File: src/rtl/pix_expand_pkg.sv
// Shared definitions for the pixel expander: pixel-mode encoding, widths and
// per-mode phrase geometry.
package pix_expand_pkg;

  localparam int PHRASE_W = 64;
  localparam int PIX_W    = 32;

  typedef enum logic [1:0] {
    MODE_8  = 2'd0,
    MODE_16 = 2'd1,
    MODE_24 = 2'd2
  } mode_e;

  typedef logic [2:0] idx_t;

  // twentyfour dominates sixteen, matching the saturator's flag decode
  function automatic mode_e decode_mode(input logic sixteen, input logic twentyfour);
    if (twentyfour)   return MODE_24;
    else if (sixteen) return MODE_16;
    else              return MODE_8;
  endfunction

  function automatic logic [3:0] pix_per_phrase(input mode_e m);
    case (m)
      MODE_16: return 4'd4;
      MODE_24: return 4'd2;
      default: return 4'd8;
    endcase
  endfunction

  // Pixels per phrase are powers of two, so the start mask doubles as the
  // index of the final pixel in the phrase.
  function automatic idx_t start_mask(input mode_e m);
    case (m)
      MODE_16: return 3'd3;
      MODE_24: return 3'd1;
      default: return 3'd7;
    endcase
  endfunction

endpackage

File: src/rtl/pix_expand_if.sv
// Phrase-in / pixel-out handshake bundle between phrase fetch, the expander
// and the ALU input.
interface pix_expand_if;
  import pix_expand_pkg::*;

  logic                in_valid;
  logic                in_ready;
  logic [PHRASE_W-1:0] in_data;
  logic                in_sixteen;
  logic                in_twentyfour;
  logic [2:0]          in_start;
  logic                in_sign_ext;
  logic                out_valid;
  logic                out_ready;
  logic [PIX_W-1:0]    out_data;
  logic                out_last;

  modport slave (
    input  in_valid, in_data, in_sixteen, in_twentyfour, in_start, in_sign_ext, out_ready,
    output in_ready, out_valid, out_data, out_last
  );

  modport master (
    output in_valid, in_data, in_sixteen, in_twentyfour, in_start, in_sign_ext, out_ready,
    input  in_ready, out_valid, out_data, out_last
  );

endinterface

File: src/rtl/pix_extend.sv
// Combinational pixel selector: picks one pixel out of a phrase by index and
// mode and widens it to 32 bits with zero or sign extension.
module pix_extend
  import pix_expand_pkg::*;
(
  input  logic [PHRASE_W-1:0] phrase_i,
  input  idx_t                index_i,
  input  mode_e               mode_i,
  input  logic                sign_ext_i,
  output logic [PIX_W-1:0]    pix_o
);

  logic [7:0]  raw8;
  logic [15:0] raw16;
  logic [23:0] raw24;

  // 24-bit pixels live in 32-bit slots; the top byte of each slot is dropped
  assign raw8  = phrase_i[{index_i, 3'b000} +: 8];
  assign raw16 = phrase_i[{index_i[1:0], 4'b0000} +: 16];
  assign raw24 = phrase_i[{index_i[0], 5'b00000} +: 24];

  always_comb begin
    pix_o = '0;
    case (mode_i)
      MODE_16: pix_o = sign_ext_i ? {{16{raw16[15]}}, raw16} : {16'h0000, raw16};
      MODE_24: pix_o = sign_ext_i ? {{8{raw24[23]}}, raw24}  : {8'h00, raw24};
      default: pix_o = sign_ext_i ? {{24{raw8[7]}}, raw8}    : {24'h000000, raw8};
    endcase
  end

endmodule

File: src/rtl/pix_expand.sv
// Phrase-to-pixel expander: holds one 64-bit phrase and streams its widened
// pixels to the ALU, one per clock, with back-to-back phrase hand-over.
module pix_expand
  import pix_expand_pkg::*;
(
  input  logic         sys_clk,
  input  logic         reset,
  input  logic         flush,
  pix_expand_if.slave  bus
);

  typedef enum logic {ST_EMPTY, ST_HOLD} state_e;

  state_e              state_q,  state_d;
  logic [PHRASE_W-1:0] phrase_q, phrase_d;
  mode_e               mode_q,   mode_d;
  logic                sign_q,   sign_d;
  idx_t                index_q,  index_d;
  logic [PIX_W-1:0]    data_q,   data_d;
  logic                last_q,   last_d;

  mode_e               in_mode;
  idx_t                start_m;
  logic                accept;
  logic                consume;
  logic                in_ready;

  logic [PHRASE_W-1:0] ext_phrase;
  idx_t                ext_index;
  mode_e               ext_mode;
  logic                ext_sign;
  logic [PIX_W-1:0]    ext_pix;

  assign in_mode  = decode_mode(bus.in_sixteen, bus.in_twentyfour);
  assign start_m  = bus.in_start & start_mask(in_mode);
  assign in_ready = !reset && !flush && ((state_q == ST_EMPTY) || (bus.out_ready && last_q));
  assign accept   = bus.in_valid && in_ready;
  assign consume  = (state_q == ST_HOLD) && bus.out_ready;

  // One extender serves both the first pixel of a new phrase and the next
  // pixel of the held one, so out_data can be registered.
  assign ext_phrase = accept ? bus.in_data      : phrase_q;
  assign ext_index  = accept ? start_m          : index_q + 3'd1;
  assign ext_mode   = accept ? in_mode          : mode_q;
  assign ext_sign   = accept ? bus.in_sign_ext  : sign_q;

  pix_extend u_extend (
    .phrase_i   (ext_phrase),
    .index_i    (ext_index),
    .mode_i     (ext_mode),
    .sign_ext_i (ext_sign),
    .pix_o      (ext_pix)
  );

  always_comb begin
    state_d  = state_q;
    phrase_d = phrase_q;
    mode_d   = mode_q;
    sign_d   = sign_q;
    index_d  = index_q;
    data_d   = data_q;
    last_d   = last_q;
    if (flush) begin
      state_d = ST_EMPTY;
      index_d = '0;
      data_d  = '0;
      last_d  = 1'b0;
    end else if (accept) begin
      state_d  = ST_HOLD;
      phrase_d = bus.in_data;
      mode_d   = in_mode;
      sign_d   = bus.in_sign_ext;
      index_d  = start_m;
      data_d   = ext_pix;
      last_d   = (start_m == start_mask(in_mode));
    end else if (consume) begin
      if (last_q) begin
        state_d = ST_EMPTY;
        index_d = '0;
        last_d  = 1'b0;
      end else begin
        index_d = ext_index;
        data_d  = ext_pix;
        last_d  = (ext_index == start_mask(mode_q));
      end
    end
  end

  always_ff @(posedge sys_clk) begin
    if (reset) begin
      state_q  <= ST_EMPTY;
      phrase_q <= '0;
      mode_q   <= MODE_8;
      sign_q   <= 1'b0;
      index_q  <= '0;
      data_q   <= '0;
      last_q   <= 1'b0;
    end else begin
      state_q  <= state_d;
      phrase_q <= phrase_d;
      mode_q   <= mode_d;
      sign_q   <= sign_d;
      index_q  <= index_d;
      data_q   <= data_d;
      last_q   <= last_d;
    end
  end

  assign bus.in_ready  = in_ready;
  assign bus.out_valid = (state_q == ST_HOLD);
  assign bus.out_data  = data_q;
  assign bus.out_last  = last_q;

endmodule
File: src/flat_wrapper.sv
// flat-port wrapper written by rule: the top's interface ports become plain ports
module pix_expand_flat import pix_expand_pkg::*;
  (sys_clk, reset, flush, bus_in_valid, bus_in_data, bus_in_sixteen, bus_in_twentyfour, bus_in_start, bus_in_sign_ext, bus_out_ready, bus_in_ready, bus_out_valid, bus_out_data, bus_out_last);
  pix_expand_if bus_i ();
  input  logic sys_clk;
  input  logic reset;
  input  logic flush;
  input wire logic [$bits(bus_i.in_valid)-1:0] bus_in_valid;
  input wire logic [$bits(bus_i.in_data)-1:0] bus_in_data;
  input wire logic [$bits(bus_i.in_sixteen)-1:0] bus_in_sixteen;
  input wire logic [$bits(bus_i.in_twentyfour)-1:0] bus_in_twentyfour;
  input wire logic [$bits(bus_i.in_start)-1:0] bus_in_start;
  input wire logic [$bits(bus_i.in_sign_ext)-1:0] bus_in_sign_ext;
  input wire logic [$bits(bus_i.out_ready)-1:0] bus_out_ready;
  output wire logic [$bits(bus_i.in_ready)-1:0] bus_in_ready;
  output wire logic [$bits(bus_i.out_valid)-1:0] bus_out_valid;
  output wire logic [$bits(bus_i.out_data)-1:0] bus_out_data;
  output wire logic [$bits(bus_i.out_last)-1:0] bus_out_last;
  assign bus_i.in_valid = bus_in_valid;
  assign bus_i.in_data = bus_in_data;
  assign bus_i.in_sixteen = bus_in_sixteen;
  assign bus_i.in_twentyfour = bus_in_twentyfour;
  assign bus_i.in_start = bus_in_start;
  assign bus_i.in_sign_ext = bus_in_sign_ext;
  assign bus_i.out_ready = bus_out_ready;
  assign bus_in_ready = bus_i.in_ready;
  assign bus_out_valid = bus_i.out_valid;
  assign bus_out_data = bus_i.out_data;
  assign bus_out_last = bus_i.out_last;
  pix_expand u_core (.sys_clk(sys_clk), .reset(reset), .flush(flush), .bus(bus_i));
endmodule
File: config.mk
export PLATFORM = sky130hd
export DESIGN_NAME = pix_expand_flat
export DESIGN_NICKNAME = d
export VERILOG_FILES = /design/src/rtl/pix_expand_pkg.sv /design/src/rtl/pix_expand_if.sv /design/src/rtl/pix_extend.sv /design/src/rtl/pix_expand.sv /design/src/flat_wrapper.sv
export SDC_FILE = /design/constraint.sdc
export NUM_CORES = 1
export LEC_CHECK = 0
export ABC_CLOCK_PERIOD_IN_PS = 3500
export BUFFER_PORTS_ARGS = -buffer_cell sky130_fd_sc_hd__buf_2
export CORE_MARGIN = 4
export CORE_UTILIZATION = 51
export DETAILED_ROUTE_END_ITERATION = 10
export PLACE_DENSITY_LB_ADDON = 0.1
export SYNTH_ARGS = -nofsm -noshare
export SYNTH_HDL_FRONTEND = slang
export SYNTH_HIERARCHICAL = 1
export SYNTH_SLANG_ARGS = --single-unit
File: constraint.sdc
create_clock -name sys_clk -period 3.5 [get_ports sys_clk]
set_input_delay 0.7 -clock sys_clk [delete_from_list [all_inputs] [get_ports sys_clk]]
set_output_delay 0.7 -clock sys_clk [all_outputs]
set_load 0.02 [all_outputs]
==> impl_metrics.toml <==
[clock_network]
cts_tree = "done"
clk_path_buf_depth = 2
cts_setup_buffers = 0
cts_sinks = 104
cts_buffers = 9
cts_resized = 0
cts_root_buf = "clkbuf_16"
postCtsHoldBufs = 0
clk_latency_ns = 0.35
htree_levels = 3
clk_pin_slew_ns = 0.06

[yosys]
synth_edf_count = 0
async_reset_ff_share_pct = 0
netlist_area_mm2 = 0.00613
ys.warnings.count = 6
ys.flop_type = "dfxtp_1"
synth_seq_cells = 104
synthCells = 569
ys_seq_area_share_pct = 34.0
syn_avg_cell_area_um2 = 10.8
synth.distinct_cells = 49
synth_fp_nets = 648

[pwr]
power_switching_w = 0.000678
switching_share_pct = 24.6
pwr-share-comb_pct = 16.7
ir_drop_v = 0.000390
p_per_area_mw_per_mm2 = 388
pwr-share-seq_pct = 44.4
p_leak_nw = 3.21
clkPwrFrac_pct = 38.9
internal-power_w = 0.00208

[global_routing]
grt_pass1_wl_um = 24500
grt_max_degree = 70
overflow = 0
antenna_found_initial = 0
grt_pass1_vias = 4627
gr-usage-all-layers_pct = 22.1

[worst_setup_path]
crit_type = "in2reg"
worstPathCellList = "buf_2, or3b_1, nor2_8, buf_12, mux2_4, mux4_2, o2111ai_4, buf_12, nand2_1, nand2_1, a21oi_1"
crit_family = "simple AND/OR/NAND/NOR gates"
slowest_stage = "mux4_2"
crit_required_ns = 3.72
startpoint_type = "primary input"
crit_arrival_ns = 3.27
crit_fanout = 17
cp_num_buf_inv = 3
crit_path_end_kind = "flip-flop"
cpPeakStageDelay_ns = 0.53

[cells_and_area]
drive_gt1_share_pct = 38.9
final_common_cell = "buf_2"
syn_to_final_growth_pct = 15.9
finalNetCount = 742
final_cell_mix = "buf_2, dfxtp_1, nand2_1"
insertedDiodeCount = 0
final_cell_area_mm2 = 0.00711
nFillCells = 994

[hold_path]
min_path_type = "reg2reg"

[die]
start_util_pct = 52.8
pin_count = 110
die_height_um = 118
die_area_mm2 = 0.0138
rows = 39
die_x_um = 118
core_area_mm2 = 0.0116

[drt]
drt-initial-drc-count = 344
vias_per_cell = 5.65
dr_total_vias = 4579
drc = 0
totalWireLength_um = 15100
wl_per_cell_um = 18.6
firstDrtPassIters = 5
drtAntennaViolNets = 0

[sta]
fmax_mhz = 327
holdWs_ns = 0.453
setup_viol = 0
setup_ws_ns = 0.446
relSlewSlack_pct = 53.9
rsz0062_at_grt = "false"
worst_pin_slew_ns = 0.682
final_hold_viol_count = 0
drv_slew = 0
min_period_ns = 3.05
setup_tns_ns = 0
skew_ns = 0.00929
finalCritPeriodShare_pct = 87.3

[placement]
hpwl_um = 11100
port_buffers = 109
pre_cts_ws_ns = 0.103
gp_congestion = 0.804
post_dp_cell_area_mm2 = 0.00679

[run_status]
outcome = "complete, no violations"

[job]
cap_violations = 0
-- power groups by stage --
stage,registers (W),clock network [W],logic (W)
after floorplan,0.00125,0,0.000327
after global placement,0.00125,0,0.000455
after detailed placement,0.00125,0,0.000460
after CTS,0.00122,0.00109,0.000462
after global routing,0.00123,0.00115,0.000498
final,0.00122,0.00107,0.000462
-- worst paths after layout --
check                                              from                 endpoint  slack (ns)  cells past startpoint
worst max register to register      u_core/bus.out_last  u_core/bus.out_data[25]        0.63                     10
worst min-delay path            u_core/bus.out_data[25]  u_core/bus.out_data[25]        0.45                      2
worst min register to register  u_core/bus.out_data[25]  u_core/bus.out_data[25]        0.45                      2
worst max-delay path                              flush  u_core/bus.out_data[25]        0.45                     11
-- per-layer routing --
metal / vias up / part of all wire, % / GRT usage, %
li1: 2214 / - / -
met1: 2191 / 47 / 30.4
met2: 151 / 46 / 34.7
met3: 23 / 5.8 / 4.90
met4: 0 / 1.8 / 6.89
met5: - / 0 / 0
-- area by class of cell --
cell class	count	area [um^2]	area share, %
Timing Repair Buffer	132	793	11.2
Clock inverter	2	35.0	0.493
Multi-Input combinational cell	402	3680	51.8
Clock buffer	14	284	4.00
Inverter	14	52.6	0.740
Tap cell	143	179	2.52
Sequential cell	104	2080	29.3
-- logic make-up after synthesis --
| logic type | share of synthesized area, % |
|---|---|
| buf+inv | 6.16 |
| fa+ha+maj | 0.817 |
| flops | 34.0 |
| simple gates | 16.7 |
| compound gates | 9.92 |
| xor+xnor | 0.286 |
| mux | 32.2 |
-- cells in the mapped netlist (2+ instances only) --
cell type / number / area (um^2)
a21oi_1: 41 / 205
a221oi_1: 8 / 70.1
a22oi_1: 2 / 15.0
and2_1: 3 / 18.8
and2b_1: 65 / 488
buf_2: 14 / 70.1
buf_4: 7 / 52.6
buf_6: 4 / 45.0
buf_8: 6 / 90.1
clkbuf_1: 17 / 63.8
dfxtp_1: 104 / 2080
ha_1: 4 / 50.1
inv_1: 14 / 52.6
mux2_2: 11 / 124
mux2_4: 65 / 976
mux2i_1: 16 / 160
mux4_1: 4 / 105
mux4_2: 27 / 608
nand2_1: 77 / 289
nand2b_1: 6 / 37.5
nand3_1: 3 / 15.0
nor2_1: 12 / 45.0
nor2b_1: 3 / 18.8
nor3_1: 4 / 20.0
nor4b_1: 2 / 17.5
o211ai_1: 9 / 67.6
o21ai_0: 6 / 30.0
o221ai_1: 7 / 61.3
o22ai_1: 7 / 43.8
or2_2: 2 / 12.5
-- through the flow --
stage          total power [W]  cells  utilization, %
4_1_cts                0.00278    811            61.2
5_1_grt                0.00287    811            61.2
6_report               0.00276    811            61.2
2_1_floorplan          0.00158    569               -
3_3_place_gp           0.00170    795            58.4
3_5_place_dp           0.00171    795            58.4
-- worst reg2reg max path, stage by stage, from the launching register on --
cell and delay (ns):
dfxtp_1 0.60, a21boi_4 0.14, nor2_8 0.20, buf_12 0.17
mux2_4 0.32, mux4_2 0.53, o2111ai_4 0.22, buf_12 0.17
nand2_1 0.19, nand2_1 0.12, a21oi_1 0.06
-- flip-flops by register name, summed over array words and instances, names as in the netlist --
register,count
u_core/index_q,3
u_core/bus.out_data,32
u_core/bus.out_valid,1
u_core/mode_q,2
u_core/phrase_q,64
u_core/sign_q,1
u_core/bus.out_last,1
Note: power is estimated with default switching activity, not from simulation.
